### config.mk
export PLATFORM = sky130hd
export DESIGN_NAME = mmio_fabric
export DESIGN_NICKNAME = d
export VERILOG_FILES = /design/src/rtl/mmio_pkg.sv /design/src/rtl/mmio_decode.sv /design/src/rtl/mmio_fabric.sv
export SDC_FILE = /design/constraint.sdc
export NUM_CORES = 1
export LEC_CHECK = 0
export CORE_AREA = 3 3 109 111
export CTS_BUF_LIST = sky130_fd_sc_hd__clkbuf_4 sky130_fd_sc_hd__clkbuf_8
export DETAILED_ROUTE_END_ITERATION = 7
export DIE_AREA = 0 0 112 114
export HOLD_SLACK_MARGIN = 0.15
export PLACE_DENSITY_LB_ADDON = 0.2
export REMOVE_ABC_BUFFERS = 1
export SETUP_SLACK_MARGIN = 0.2
export SLEW_MARGIN = 0
export SYNTH_ARGS = -nofsm -noshare
export SYNTH_HDL_FRONTEND = slang
export SYNTH_SLANG_ARGS = --single-unit
### constraint.sdc
create_clock -name clk -period 1.91 [get_ports clk]
set_input_delay 0.382 -clock clk [delete_from_list [all_inputs] [get_ports clk]]
set_output_delay 0.382 -clock clk [all_outputs]
set_load 0.03 [all_outputs]
### src/rtl/mmio_pkg.sv
`default_nettype none
// ============================================================================
//  Module : mmio_pkg
//  Brief  : Shared types and helpers for the MMIO interconnect.
//  Rev    : 1.0  initial release
// ============================================================================
package mmio_pkg;

    typedef enum logic [1:0] {
        IDLE = 2'd0,
        WAIT = 2'd1,
        RESP = 2'd2
    } state_t;

    // Width of the slot-index field. A single-slot fabric still keeps one
    // index bit, so an address with that bit set decodes as an error.
    function automatic int sel_w(input int num_slv);
        return (num_slv > 1) ? $clog2(num_slv) : 1;
    endfunction

endpackage
`default_nettype wire

### src/rtl/mmio_decode.sv
`default_nettype none
// ============================================================================
//  Module : mmio_decode
//  Brief  : Combinational byte address -> slot index and decode-error flag.
//  Rev    : 1.0  initial release
// ============================================================================
module mmio_decode #(
    parameter int NUM_SLV = 4,
    parameter int SEL_LSB = 8,
    parameter int SELW    = 2
) (
    input  logic [31:0]     addr_i,
    output logic [SELW-1:0] idx_o,
    output logic            dec_err_o
);
    localparam int HI_LSB = SEL_LSB + SELW;

    logic [31:0] w_hi;

    assign w_hi      = addr_i >> HI_LSB;
    assign idx_o     = addr_i[SEL_LSB +: SELW];
    // Error if any address bit above the slot field is set, or the slot
    // index points past the last populated slot.
    assign dec_err_o = (w_hi != 32'd0) ||
                       ({{(32-SELW){1'b0}}, idx_o} >= 32'(NUM_SLV));

endmodule
`default_nettype wire

### src/rtl/mmio_fabric.sv
`default_nettype none
// ============================================================================
//  Module : mmio_fabric
//  Brief  : MMIO interconnect between the core data port and NUM_SLV slave
//           slots with ready handshake and decode-error response.
//           Optional macro MMIO_TIMEOUT_EN adds a wait-state timeout.
//  Rev    : 1.0  initial release
// ============================================================================
module mmio_fabric
    import mmio_pkg::*;
#(
    parameter int DW      = 32,
    parameter int NUM_SLV = 4,
    parameter int SEL_LSB = 8,
    parameter int SLV_AW  = 6,
    parameter int TIMEOUT = 16
) (
    input  logic                  clk,
    input  logic                  rst_n,
    input  logic                  m_valid_i,
    input  logic                  m_we_i,
    input  logic [31:0]           m_addr_i,
    input  logic [DW-1:0]         m_wd_i,
    output logic                  m_ready_o,
    output logic [DW-1:0]         m_rdata_o,
    output logic                  m_err_o,
    output logic                  m_stall_o,
    output logic [NUM_SLV-1:0]    s_sel_o,
    output logic                  s_we_o,
    output logic [SLV_AW-1:0]     s_addr_o,
    output logic [DW-1:0]         s_wd_o,
    input  logic [NUM_SLV*DW-1:0] s_rdata_i,
    input  logic [NUM_SLV-1:0]    s_ready_i
);
    localparam int SELW = sel_w(NUM_SLV);

    state_t              state_q, state_d;
    logic [SLV_AW-1:0]   addr_q,  addr_d;
    logic                we_q,    we_d;
    logic [DW-1:0]       wd_q,    wd_d;
    logic [SELW-1:0]     idx_q,   idx_d;
    logic                err_q,   err_d;
    logic [DW-1:0]       rdata_q, rdata_d;
`ifdef MMIO_TIMEOUT_EN
    localparam int CW = $clog2(TIMEOUT);
    logic [CW-1:0]       cnt_q,   cnt_d;
`endif

    logic [SELW-1:0]     w_idx;
    logic                w_dec_err;
    logic [NUM_SLV-1:0]  w_sel;
    logic [DW-1:0]       w_rdsel;
    logic                w_rdy;

    mmio_decode #(
        .NUM_SLV (NUM_SLV),
        .SEL_LSB (SEL_LSB),
        .SELW    (SELW)
    ) u_decode (
        .addr_i    (m_addr_i),
        .idx_o     (w_idx),
        .dec_err_o (w_dec_err)
    );

    // One-hot select of the latched slot while waiting, plus AND-OR read mux
    // and ready qualified by the select so unselected slots are ignored.
    always_comb begin
        w_sel   = '0;
        w_rdsel = '0;
        for (int i = 0; i < NUM_SLV; i++) begin
            w_sel[i] = (state_q == WAIT) && (idx_q == SELW'(i));
            if (w_sel[i]) begin
                w_rdsel = w_rdsel | s_rdata_i[i*DW +: DW];
            end
        end
        w_rdy = |(w_sel & s_ready_i);
    end

    // Next-state and latch update for the request / wait / response FSM.
    always_comb begin
        state_d = state_q;
        addr_d  = addr_q;
        we_d    = we_q;
        wd_d    = wd_q;
        idx_d   = idx_q;
        err_d   = err_q;
        rdata_d = rdata_q;
`ifdef MMIO_TIMEOUT_EN
        cnt_d   = cnt_q;
`endif
        case (state_q)
            IDLE: begin
                if (m_valid_i) begin
                    addr_d  = m_addr_i[SLV_AW+1:2];
                    we_d    = m_we_i;
                    wd_d    = m_wd_i;
                    idx_d   = w_idx;
                    rdata_d = '0;
                    err_d   = w_dec_err;
                    state_d = w_dec_err ? RESP : WAIT;
`ifdef MMIO_TIMEOUT_EN
                    cnt_d   = '0;
`endif
                end
            end
            WAIT: begin
                if (w_rdy) begin
                    rdata_d = we_q ? '0 : w_rdsel;
                    err_d   = 1'b0;
                    state_d = RESP;
                end
`ifdef MMIO_TIMEOUT_EN
                else if (cnt_q == CW'(TIMEOUT - 1)) begin
                    rdata_d = '0;
                    err_d   = 1'b1;
                    state_d = RESP;
                end else begin
                    cnt_d   = cnt_q + 1'b1;
                end
`endif
            end
            RESP:    state_d = IDLE;
            default: state_d = IDLE;
        endcase
    end

    // State and transaction latches; reset aborts any transaction in flight.
    always_ff @(posedge clk or negedge rst_n) begin
        if (!rst_n) begin
            state_q <= IDLE;
            addr_q  <= '0;
            we_q    <= 1'b0;
            wd_q    <= '0;
            idx_q   <= '0;
            err_q   <= 1'b0;
            rdata_q <= '0;
`ifdef MMIO_TIMEOUT_EN
            cnt_q   <= '0;
`endif
        end else begin
            state_q <= state_d;
            addr_q  <= addr_d;
            we_q    <= we_d;
            wd_q    <= wd_d;
            idx_q   <= idx_d;
            err_q   <= err_d;
            rdata_q <= rdata_d;
`ifdef MMIO_TIMEOUT_EN
            cnt_q   <= cnt_d;
`endif
        end
    end

    assign s_sel_o   = w_sel;
    assign s_we_o    = (state_q == WAIT) && we_q;
    assign s_addr_o  = addr_q;
    assign s_wd_o    = wd_q;
    assign m_ready_o = (state_q == RESP);
    assign m_rdata_o = m_ready_o ? rdata_q : '0;
    assign m_err_o   = m_ready_o && err_q;
    assign m_stall_o = m_valid_i && !m_ready_o;

endmodule
`default_nettype wire

==> results.toml <==
[outcome]
status = "finished with violations"
violations = "negative setup slack"

[finish]
drive_above_1_share = 0.4207
syn_to_final_growth_pct = 110.0
final_util = 0.7784
fin_nets = 851
layoutNonFillerInstCount = 797

[floorplanning]
die_area_um2 = 12770
pin_count = 278
die_y_um = 114
initial_core_util = 0.3707
dieWidth_um = 112
rows = 38
fp.coreArea_um2 = 10890

[worst_hold_path]
hold_depth = 2
hp-class = "flip-flop to flip-flop"

[clock_network]
htreeDepth = 3
cts_root_buffer = "clkbuf_8"
clk_path_buf_depth = 2
cts.sinks = 76
cts_buffers = 9
cts.reportedPaths.clkPinSlew_ns = 0.08
clock_latency_ns = 0.35
cts_tree = "built"

[synthesis]
synth.distinct_cells = 27
ys_seq_area_frac = 0.4712
ys_ff_latch = 76
syn_area_um2 = 4036
syn_avg_cell_area_um2 = 12.12
syn_inst = 333
yosysWarnings = 0

[sta]
rsz0062_at_grt = "true"
clock.fmax_mhz = 514.5
setup_ws_ns = -0.03380
slew_violations = 0
post-route-period-util = 1.018
max_slew_margin = 0.7107
finalClockSkew_ns = 0.01350
worst_pin_slew_ns = 0.4339
finalSetupViolCount = 14
hold_violations = 0
min_period_ns = 1.944

[drt]
vias = 4050
ant_nets = 0
wirelength_mm = 16.32
wl_per_cell_um = 20.48
drtIter0Drc = 200
drt-pass1-iter-count = 4
vias_per_cell = 5.082
drc = 0

[global_routing]
grt_max_degree = 34
antenna_found_initial = 1
grt.total_usage = 0.2373
grt_pass1_vias = 4402
grt_overflow = 0
grt_first_pass_wirelength_mm = 23.42

[placed_design]
finalWeightedCongestion = 0.7638
place_inst = 741
portBuffers = 275
dp_hpwl_mm = 10.68

[worst_setup_path]
crit_path_end_kind = "flip-flop"
reg2regPathDepth = 12
cp-start-kind = "flip-flop"
crit_required_ns = 2.14
path_max_fanout = 8
worst-setup-path-type = "flip-flop to flip-flop"
cp.arrival_ns = 2.17

[power_and_ir_drop]
cellLeakagePower_uw = 0.003706
ir_drop_mv = 0.4324
powerDensity_nw_per_um2 = 598.4

[run]
drv_cap = 0
-- sequential cells by signal (all words and copies together), names as in the netlist --
| register | cells |
|---|---|
| s_wd_o | 32 |
| err_q | 1 |
| idx_q | 2 |
| state_q | 2 |
| s_addr_o | 6 |
| rdata_q | 32 |
| we_q | 1 |
-- logic make-up after synthesis --
logic type	synth area share
DFF	0.4712
buffers and inverters	0.03503
AOI/OAI and AO/OA	0.04805
and+or+nand+nor	0.1438
muxes	0.3019
-- layout by cell type (no fill, tap or decap), types with 2 or more instances in the layout --
cell and instances:
buf_12 14, buf_6 48, nand2_1 35, o21ai_2 26
clkbuf_8 11, buf_16 6, dlygate4sd2_1 38, nor4_1 4
dfrtp_1 75, mux2_4 37, and2_1 18, clkbuf_16 6
nor2b_4 2, buf_4 21, o21ai_1 6, nand2_4 18
clkdlybuf4s50_1 196, mux2_2 6, nand2_2 12, and2_4 18
mux4_2 32, clkbuf_4 2
-- final timing paths --
path	end	start	slack (ns)
worst max-delay path	rdata_q[26]	state_q[1]	-0.03
worst min-delay path	rdata_q[20]	rdata_q[20]	0.48
worst max register to register	rdata_q[26]	state_q[1]	-0.03
worst min register to register	rdata_q[20]	rdata_q[20]	0.48
max in group asynchronous	rdata_q[5]	rst_n	0.80
min in group asynchronous	s_wd_o[17]	rst_n	0.52
-- area by class of cell --
| class | instances | area (um2) |
|---|---|---|
| well taps | 140 | 175.2 |
| clock inverters | 3 | 46.29 |
| diodes | 1 | 2.502 |
| multi-input cells | 230 | 2526 |
| inverters | 2 | 10.01 |
| fillers | 691 | 2412 |
| clock buffers | 13 | 166.4 |
| flip-flops and latches | 76 | 1903 |
| repair buffers | 332 | 3646 |
-- where the power goes --
part	internal (uW)	switching (uW)	total [uW]
Sequential	1740	79.5	1820
Combinational	1140	799	1940
Clock	708	604	1310
-- stage by stage --
| stage | hold WS (ns) | total power, uW | area (um2) | setup slack (ns) | TNS (ns) |
|---|---|---|---|---|---|
| CTS | 0.4790 | 4974 | 7904 | -0.001955 | -0.002455 |
| global placement | 0.3472 | 3447 | 6977 | -0.2503 | -2.652 |
| detailed placement | 0.3500 | 3475 | 6977 | -0.2473 | -4.112 |
| global route | 0.5060 | 5289 | 8476 | -0.09411 | -3.243 |
| finish | 0.4788 | 5072 | 8476 | -0.03380 | -0.2619 |
| floorplan | 0.08641 | 2610 | 3902 | -2.503 | -136.08 |
-- timing repair --
action	4_1_cts	5_1_grt
endpoints found under the setup margin	85	115
resized for setup	195	88
pin swaps	16	29
hold buffers	1	0
gates cloned	6	8
hold endpoints to repair	31	0
setup buffers	12	12
-- cells in the mapped netlist --
library cell   n  area (um2)
nand4_1        1       6.260
nor2_1         2       7.510
nor3b_1        1       7.510
buf_1          1       3.750
mux2i_1        1       10.01
a22o_1         1       8.760
nor2b_1        3       18.77
nand2b_1       1       6.260
and3b_1        1       8.760
and2_1        36       225.2
buf_2          5       25.02
nor3b_2        1       12.51
mux4_2        32       720.7
inv_1          2       7.510
or4_1          1       7.510
nand2_1       65       244.0
dfrtp_1       76        1902
nor4_1         5       31.28
a21oi_1        1       5.000
o21ai_1        6       30.03
buf_4          9       67.56
mux2_4         1       15.01
o21ai_0       27       135.1
a221oi_2       1       15.01
mux2_2        42       473.0
clkbuf_1      10       37.54
nor3_1         1       5.000
-- worst max-delay path, cell delays in order (launching register included) --
cell and delay [ns]:
dfrtp_1 0.40, buf_6 0.13, buf_4 0.13, buf_6 0.11, nor3b_4 0.23, buf_6 0.15, a221oi_4 0.04, buf_6 0.13
buf_12 0.13, buf_12 0.12, buf_16 0.14, nand2_2 0.05, o21ai_1 0.06
-- routing by layer --
layer	global-route usage	up-vias	wire length (um)	share of wire
met2	0.4428	180	8965	0.55
met3	0.06260	23	1131	0.069
li1	-	1833	-	-
met1	0.2644	2014	5855	0.36
met4	0.07452	0	371	0.023
met5	0	-	0	0
Note: power is estimated with default switching activity, not from simulation.
